### config.mk
export PLATFORM = sky130hd
export DESIGN_NAME = hilo_muldiv_unit
export DESIGN_NICKNAME = d
export VERILOG_FILES = /design/src/rtl/hilo_pkg.sv /design/src/rtl/hilo_iter_core.sv /design/src/rtl/hilo_muldiv_unit.sv
export SDC_FILE = /design/constraint.sdc
export NUM_CORES = 1
export LEC_CHECK = 0
export ABC_CLOCK_PERIOD_IN_PS = 3700
export CORE_ASPECT_RATIO = 1.2
export CORE_MARGIN = 2
export CORE_UTILIZATION = 25
export DETAILED_ROUTE_END_ITERATION = 8
export PLACE_DENSITY = 0.37
export REMOVE_ABC_BUFFERS = 1
export SLEW_MARGIN = 40
export SYNTH_ARGS = -nofsm -noshare
export SYNTH_HDL_FRONTEND = slang
export SYNTH_HIERARCHICAL = 1
export SYNTH_SLANG_ARGS = --single-unit
### constraint.sdc
create_clock -name clk -period 3.7 [get_ports clk]
set_clock_uncertainty 0.1 [all_clocks]
set_input_delay 0.555 -clock clk [delete_from_list [all_inputs] [get_ports clk]]
set_output_delay 0.555 -clock clk [all_outputs]
set_load 0.02 [all_outputs]
### src/rtl/hilo_pkg.sv
// hilo_pkg: op-code and FSM state encodings shared by the HI/LO multiply/divide unit
package hilo_pkg;
    typedef logic [2:0] op_t;
    localparam op_t OP_NOP   = 3'd0;
    localparam op_t OP_MULTU = 3'd1;
    localparam op_t OP_MULT  = 3'd2;
    localparam op_t OP_DIVU  = 3'd3;
    localparam op_t OP_DIV   = 3'd4;
    localparam op_t OP_MADDU = 3'd5;
    localparam op_t OP_MTHI  = 3'd6;
    localparam op_t OP_MTLO  = 3'd7;
    typedef enum logic [1:0] {IDLE, MUL, DIV, FIN} state_t;
endpackage

### src/rtl/hilo_iter_core.sv
// hilo_iter_core: radix-2 shift-add multiply / restoring divide datapath on magnitudes
module hilo_iter_core #(
    parameter int WIDTH = 32
) (
    input  logic               clk,
    input  logic               reset,
    input  logic               load,
    input  logic               step,
    input  logic               isDiv,
    input  logic [WIDTH-1:0]   aMag,
    input  logic [WIDTH-1:0]   bMag,
    output logic [2*WIDTH-1:0] result
);
    logic [WIDTH-1:0] hiAcc, loAcc, operandB;
    logic [WIDTH:0]   addSum, shifted, diff;
    always_comb begin
        addSum  = {1'b0, hiAcc} + (loAcc[0] ? {1'b0, operandB} : '0);
        shifted = {hiAcc, loAcc[WIDTH-1]};
        diff    = shifted - {1'b0, operandB};
    end
    // Multiply keeps the multiplier in loAcc; divide shifts quotient bits into it.
    always_ff @(posedge clk) begin
        if (reset) begin
            hiAcc    <= '0;
            loAcc    <= '0;
            operandB <= '0;
        end else if (load) begin
            hiAcc    <= '0;
            loAcc    <= aMag;
            operandB <= bMag;
        end else if (step) begin
            if (isDiv) begin
                hiAcc <= diff[WIDTH] ? shifted[WIDTH-1:0] : diff[WIDTH-1:0];
                loAcc <= {loAcc[WIDTH-2:0], ~diff[WIDTH]};
            end else begin
                {hiAcc, loAcc} <= {addSum, loAcc[WIDTH-1:1]};
            end
        end
    end
    assign result = {hiAcc, loAcc};
endmodule

### src/rtl/hilo_muldiv_unit.sv
// hilo_muldiv_unit: iterative HI/LO multiply/divide/accumulate engine with start/busy handshake
import hilo_pkg::*;
module hilo_muldiv_unit #(
    parameter int WIDTH = 32
) (
    input  logic             clk,
    input  logic             reset,
    input  logic             start,
    input  logic [2:0]       op,
    input  logic [WIDTH-1:0] rs_val,
    input  logic [WIDTH-1:0] rt_val,
    input  logic             cancel,
    output logic             busy,
    output logic             done,
    output logic [WIDTH-1:0] hi,
    output logic [WIDTH-1:0] lo
);
    localparam int CW = $clog2(WIDTH);
    localparam logic [CW-1:0] LAST = CW'(WIDTH - 1);
    state_t             state;
    logic [CW-1:0]      cnt;
    logic               signQ, signR, divZero, divOp, isMaddu;
    logic [WIDTH-1:0]   aRaw;
    logic               accept, isSigned, signA, signB, opDiv;
    logic [WIDTH-1:0]   aMag, bMag, quotFix, remFix;
    logic [2*WIDTH-1:0] coreRes, prodFix, divResult, finResult;
    always_comb begin
        accept    = start && !busy && op != OP_NOP;
        isSigned  = op == OP_MULT || op == OP_DIV;
        opDiv     = op == OP_DIVU || op == OP_DIV;
        signA     = isSigned && rs_val[WIDTH-1];
        signB     = isSigned && rt_val[WIDTH-1];
        aMag      = signA ? -rs_val : rs_val;
        bMag      = signB ? -rt_val : rt_val;
        prodFix   = signQ ? -coreRes : coreRes;
        quotFix   = signQ ? -coreRes[WIDTH-1:0] : coreRes[WIDTH-1:0];
        remFix    = signR ? -coreRes[2*WIDTH-1:WIDTH] : coreRes[2*WIDTH-1:WIDTH];
        divResult = divZero ? {aRaw, {WIDTH{1'b1}}} : {remFix, quotFix};
        finResult = isMaddu ? {hi, lo} + coreRes : divOp ? divResult : prodFix;
    end
    hilo_iter_core #(.WIDTH(WIDTH)) core (
        .clk    (clk),
        .reset  (reset),
        .load   (state == IDLE && accept),
        .step   (state == MUL || state == DIV),
        .isDiv  (state == DIV),
        .aMag   (aMag),
        .bMag   (bMag),
        .result (coreRes)
    );
    always_ff @(posedge clk) begin
        if (reset) begin
            state   <= IDLE;
            cnt     <= '0;
            hi      <= '0;
            lo      <= '0;
            busy    <= 1'b0;
            done    <= 1'b0;
            signQ   <= 1'b0;
            signR   <= 1'b0;
            divZero <= 1'b0;
            divOp   <= 1'b0;
            isMaddu <= 1'b0;
            aRaw    <= '0;
        end else begin
            done <= 1'b0;
            case (state)
                IDLE: if (accept) begin
                    if (op == OP_MTHI) hi <= rs_val;
                    else if (op == OP_MTLO) lo <= rs_val;
                    else begin
                        state   <= opDiv ? DIV : MUL;
                        busy    <= 1'b1;
                        cnt     <= '0;
                        signQ   <= signA ^ signB;
                        signR   <= signA;
                        divZero <= opDiv && rt_val == '0;
                        divOp   <= opDiv;
                        isMaddu <= op == OP_MADDU;
                        aRaw    <= rs_val;
                    end
                end
                MUL, DIV: begin
                    cnt <= cnt + 1'b1;
                    if (cancel) begin
                        state <= IDLE;
                        busy  <= 1'b0;
                    end else if (cnt == LAST) state <= FIN;
                end
                default: begin
                    state <= IDLE;
                    busy  <= 1'b0;
                    if (!cancel) begin
                        {hi, lo} <= finResult;
                        done     <= 1'b1;
                    end
                end
            endcase
        end
    end
endmodule

# Yosys cells after proc, flatten, opt, wreduce, memory -nomap -nowiden
# Index checks and enable logic that the tools add are counted.
# totals
register_bits,206
in_bits,71
out_inout_bits,66
wordCells,110
# op_classes
add_sub_neg,9
n_eq_ne,17
n_mux,40
bitwise_logic,5
n_reduce_logical,24
# ops
op,count
$mux 32,17
$mux 64,4
$neg 32->32,4
$pmux 32 s2,2
$add 64x64->64,1
$neg 64->64,1
$add 32x33->33,1
$sub 33x32->33,1
$logic_not 32->1,1
$reduce_and 4->1,5
$mux 5,3
$eq 3x3->1 const B,4
$mux 2,6
$pmux 5 s2,1
$ne 2x2->1 const B,4
$eq 3x2->1 const B,2
$logic_and 1x1->1,6
$ne 2x1->1 const B,3
$add 5x1->5 const B,1
$eq 5x5->1 const B,1
$mux 1,5
$reduce_and 5->1,1
$not 1->1,4
$pmux 2 s2,1
other kinds (12),16

# Logic depth before layout (Yosys ltp)
# Gate-level depths: netlist of the first run.
# depth
ltp_word,7
mapped_depth,14
mapped_depth_nobuf,12

# Hierarchy
# The synthesis of the first run kept the hierarchy.
# by_module_without_submodules
module,instances,cells_each,area_each_um2,seq_area_each_um2
hilo_muldiv_unit,1,1887,12931.2,2202.1
hilo_iter_core,1,1044,8189.1,1921.8

# Worst setup path before layout of the first run
# Ideal clock, no wire load.
# synth_timing
path_type,flip-flop to flip-flop
from,register lo[0]
to,register hi[30]
setup_time_ns,0.131
t_arrival_ns,3.208
required_time_ns,3.469
slack_ns,0.261
path_stages_with_launch,13
path_buffers,0
synth_period_minus_slack_ns,3.439
cell_sequence,dfxtp_1 -> ha_1 -> fa_1 -> a21o_1 -> a31o_2 -> a21oi_1 -> o211ai_1 -> a221oi_1 -> o21bai_1 -> a21o_1 -> or3_1 -> a21oi_1 -> o22ai_1
# synth_between
elab_chain_cells,4
# synth_rtl
item,line_no,source
start: declaration,hilo_muldiv_unit.sv:16,output logic [WIDTH-1:0] lo
start signal: assignment,hilo_muldiv_unit.sv:70,else if (op == OP_MTLO) lo <= rs_val;
start signal: assignment,hilo_muldiv_unit.sv:94,"{hi, lo} <= finResult;"
$add 64x64->64,hilo_muldiv_unit.sv:39,"finResult = isMaddu ? {hi, lo} + coreRes : divOp ? divResult : prodFix;"
$mux 64,hilo_muldiv_unit.sv:39,
$mux 32,hilo_muldiv_unit.sv:93,if (!cancel) begin
$pmux 32 s2,hilo_muldiv_unit.sv:67,case (state)
end signal: assignment,hilo_muldiv_unit.sv:69,if (op == OP_MTHI) hi <= rs_val;
end signal: assignment,hilo_muldiv_unit.sv:94,
end: declaration,hilo_muldiv_unit.sv:15,"output logic [WIDTH-1:0] hi,"
# Every way passes these cells. The select of a mux whose other input is x is not followed.
# A chain may end at the register's enable or synchronous reset.

# Final worst setup path of the first run
# layout_timing
from,register core.loAcc[11]
to,register hi[21]
# layout_between
elab_chain_cells,6
elab_cells_between_ends,7
cone_classes,2 x add/sub; 5 x mux
# layout_rtl
item,line_no,source
start: declaration,hilo_iter_core.sv:14,"logic [WIDTH-1:0] hiAcc, loAcc, operandB;"
start signal: assignment,hilo_iter_core.sv:29,loAcc <= aMag;
start signal: assignment,hilo_iter_core.sv:34,"loAcc <= {loAcc[WIDTH-2:0], ~diff[WIDTH]};"
start signal: assignment,hilo_iter_core.sv:36,"{hiAcc, loAcc} <= {addSum, loAcc[WIDTH-1:1]};"
$neg 64->64,hilo_muldiv_unit.sv:35,prodFix = signQ ? -coreRes : coreRes;
$mux 64,hilo_muldiv_unit.sv:35,
$mux 64,hilo_muldiv_unit.sv:39,
$mux 64 (*),hilo_muldiv_unit.sv:39,
$mux 32 (*),hilo_muldiv_unit.sv:93,
$pmux 32 s2 (*),hilo_muldiv_unit.sv:67,
# Every way passes the cells marked *; elsewhere a longest branch is shown, timed or not. The select of a mux whose other input is x is not followed.

==> results of run 1 <==
cell type report:
type	count	area, µm²
Antenna cell	1	2.502
Clock buffer	45	875.8
Clock inverter	6	36.28
Fill cell	9149	57280
Inverter	93	349.1
Multi-Input combinational cell	2430	15960
Sequential cell	206	4129
Tap cell	1121	1403
Timing Repair Buffer	420	3561
stage by stage:
step	setup slack, ns	instances	hold WS (ns)	power, W	util
after global routing	0.002996	4321	0.2238	0.02712	0.3148
after detailed placement	-0.2607	4269	0.3457	0.02236	0.3028
after CTS	0.004335	4320	0.1918	0.02534	0.3137
final	0.07447	4322	0.2290	0.02539	0.3148
after global placement	-0.3292	4269	0.3455	0.02238	0.3027
after floorplan	-5.376	2729	0.3258	0.01466	-
repair_timing:
item,CTS,global route
setup buffers,0,1
gates resized for setup,2,25
pin swaps,1,2
endpoints found under the setup margin,3,26
cells by family after synthesis:
kind of cell | Yosys count
XOR/XNOR | 246
multiplexers | 110
AO/OA/AOI/OAI | 942
flip-flops | 206
buffers and inverters | 295
AND/OR/NAND/NOR | 993
adder cells (fa/ha/maj) | 139
worst max-delay path: stages, from the launching register on:
cell and delay (ns):
sky130_fd_sc_hd__dfxtp_1 0.39, sky130_fd_sc_hd__or4_4 0.55, sky130_fd_sc_hd__or4b_4 0.59, sky130_fd_sc_hd__nor3_4 0.39, sky130_fd_sc_hd__nand2_4 0.20, sky130_fd_sc_hd__or2_4 0.32
sky130_fd_sc_hd__o21ai_2 0.16, sky130_fd_sc_hd__xnor2_1 0.08, sky130_fd_sc_hd__a221o_1 0.40, sky130_fd_sc_hd__o221ai_1 0.17, sky130_fd_sc_hd__a21oi_1 0.09
worst paths after layout:
kind / slack, ns / from / to / cells after the start
hold / removal: 0.23 / reset / core/loAcc[11] / 2
hold reg to reg: 0.35 / aRaw[31] / aRaw[31] / 2
setup reg to reg: 0.07 / core/loAcc[11] / hi[21] / 10
setup / recovery: 0.07 / core/loAcc[11] / hi[21] / 10
state kept, by name (all words and copies together), names as in the netlist:
name and count:
aRaw 32, busy 1, cnt 5, core/hiAcc 32, core/loAcc 32, core/operandB 32
divOp 1, divZero 1, done 1, hi 32, isMaddu 1, lo 32
signQ 1, signR 1, state 2
power groups by stage:
stage,Clock (W),Combinational (W),Sequential [W]
after floorplan,0,0.0104,0.00425
after global placement,0,0.0184,0.00393
after detailed placement,0,0.0184,0.00393
after CTS,0.00295,0.0185,0.00389
after global routing,0.00302,0.0201,0.00398
final,0.00286,0.0186,0.00388
layer usage:
layer  vias to the layer above  GRT usage  routed length (µm)
met5                         -          0                   0
met4                         0    0.09827                4778
met3                       182    0.01779                3504
met2                       633     0.4322               52580
met1                     11275     0.2684               43070
li1                      11189          -                   -
placed cells by master (no fill, tap or decap), drive strengths merged, types with 13 or more instances in the layout:
cell,count
and3,24
or3,27
nor4,32
nor2b,15
o221ai,30
nor2,318
a21oi,313
clkbuf,45
mux2i,97
a211oi,82
nand3,56
nand2b,19
dfxtp,206
xnor2,130
o21bai,18
o31ai,37
and2,50
nor3,85
a221oi,38
nand4,38
clkdlybuf4s50,135
mux2,13
a21o,58
ha,136
o21a,17
a31oi,27
nand2,272
xor2,116
or4,19
o41ai,16
o211ai,20
o21ai,189
inv,93
buf,285
==> run summary, run 1 <==
FLOW RUN
------------------------------------------------------------------------------------------
Number of maximum-capacitance constraint violations                                      0

STA
------------------------------------------------------------------------------------------
Endpoints failing hold                                                                   0
Minimum clock period after layout                                                 3.626 ns
Final Max Tran Viols                                                                     0
Achievable Freq                                                                 0.2758 GHz
Setup repair after global routing missed its margin                                     no
Final total negative setup slack                                                      0 ns
Tightest Pin Transition                                                          0.8301 ns
Remaining max-slew budget at the tightest pin                                       0.4458
Final Cycle Share                                                                   0.9799
Final setup viols                                                                        0

SYNTHESIS
------------------------------------------------------------------------------------------
Count of different cell masters after synthesis                                         96
Post-synthesis simple-gate area fraction                                            0.2231
Synthesis-stage register bit count                                                     206
Synth Area in XOR/XNOR                                                              0.1020
Synth top area cells                                                          sky130_fd_sc_hd__dfxtp_1 (20%), sky130_fd_sc_hd__ha_1 (8.1%), sky130_fd_sc_hd__a21oi_1 (7.4%)
Compound-Gate Fraction of Synth Area                                                0.2882
Most used flip-flop cell after synthesis                                      sky130_fd_sc_hd__dfxtp_1
Yosys Warn Count                                                                         6
Count of mapped cells out of synthesis                                                2931
Syn Area/Cell                                                                    7.206 µm²
Post-synth ARST share                                                                    0
Post-synth EDFFs                                                                         0
Most area-hungry cell type in the Yosys netlist                               sky130_fd_sc_hd__dfxtp_1
Portion of netlist area occupied by mux cells                                      0.05290
Cell with the most instances after synthesis                                  sky130_fd_sc_hd__nor2_1
Sequential area share after synthesis                                               0.1953
Largest family of logic cells by synthesized area                             compound AO/OA/AOI/OAI gates
Adder-cell share of the synthesized area                                           0.08341
Combined area of all synthesized cells                                           21120 µm²
Top cell type's share of synthesized area                                           0.1953
Leading cell types by count after synthesis                                   sky130_fd_sc_hd__nor2_1 (317), sky130_fd_sc_hd__a21oi_1 (311), sky130_fd_sc_hd__nand2_1 (271)

POWER AND IR DROP
------------------------------------------------------------------------------------------
Cell-internal power                                                              0.01193 W
Clock power share                                                                    0.113
Part of the total power dissipated in combinational logic                            0.734
Sequential share of power                                                            0.153
Sw frac                                                                             0.5303
Leakage power of the design                                                       10.32 nW
Net switching power                                                              0.01346 W
Pwr dens                                                                      964.7 nW/µm²
Worst ir drop on vdd                                                             0.5192 mV

GLOBAL ROUTING
------------------------------------------------------------------------------------------
Remaining global-route overflow                                                          0
Initial antenna violation count                                                          0
Via count of the first global-routing pass                                           23320
Wire length of the first global-routing pass                                      152.2 mm
Gr usage total                                                                      0.2306
Maximum number of pins on one net before global-route repair                            66

PLACED DESIGN
------------------------------------------------------------------------------------------
Post-DP HPWL                                                                      82.55 mm
Routability cong.                                                                   0.9436
DP Area                                                                          25310 µm²
Buffers on Ports                                                                       136

FINAL LAYOUT
------------------------------------------------------------------------------------------
Synth-to-Final Area Change                                                          24.61%
Fraction of layout instances using a drive strength above 1                         0.1259
Finished layout cell area                                                        26320 µm²
Number of nets in the finished design                                                 3390

WORST SETUP PATH
------------------------------------------------------------------------------------------
Signal arrival time at the worst endpoint                                          3.99 ns
Critical Path Fanout Max                                                                 7
Setup CP Type                                                                   reg -> reg
Worst Setup Start Kind                                                            register
Type of destination of the critical path                                          register
WP data required                                                                   4.07 ns

CTS
------------------------------------------------------------------------------------------
Clock tree root driver cell                                                   sky130_fd_sc_hd__clkbuf_16
CTS Hold Bufs                                                                            0
CTS tree                                                                               yes
CTS HTree Levels                                                                         1
Maximum count of clock buffers along a single path                                       3
Clock Sink Count                                                                       206
TritonCTS Buffers                                                                       29
Clock latency of the later-clocked register in the worst-skew pair                 0.62 ns
Clock edge transition at the registers on the reported setup and hold paths        0.07 ns

FLOORPLANNING
------------------------------------------------------------------------------------------
Die boundary height                                                               322.4 µm
Die X-Extent                                                                      269.3 µm
Io pins                                                                                137
Standard-cell rows                                                                     116
Area of the core                                                                 83600 µm²
Die Outline Area                                                                 86830 µm²
Starting utilization of the core area                                               0.2526

ROUTING
------------------------------------------------------------------------------------------
DRC violations left                                                                      0
DRC marker count from the first detailed-route iteration                              1686
Average wire length per cell after detail routing                                 24.05 µm
Via-to-Cell Ratio                                                                    5.386
Post-Route WL                                                                     103.9 mm
Number of detailed-routing iterations run before antenna repair                          6
Number of nets with antenna violations after detailed routing                            0
Total vias in the final route                                                        23279

RUN STATUS
------------------------------------------------------------------------------------------
Outcome                                                                       complete, no violations

HOLD PATH
------------------------------------------------------------------------------------------
Classification of the worst-slack hold path                                      in -> reg

Note: power is estimated with default switching activity, not from simulation.
==> run 2, diff against run 1 <==
- CAP_MARGIN: default -> 0
==> results of run 2 <==
No change in the layout: final DEF, timing and power equal those of run 1.
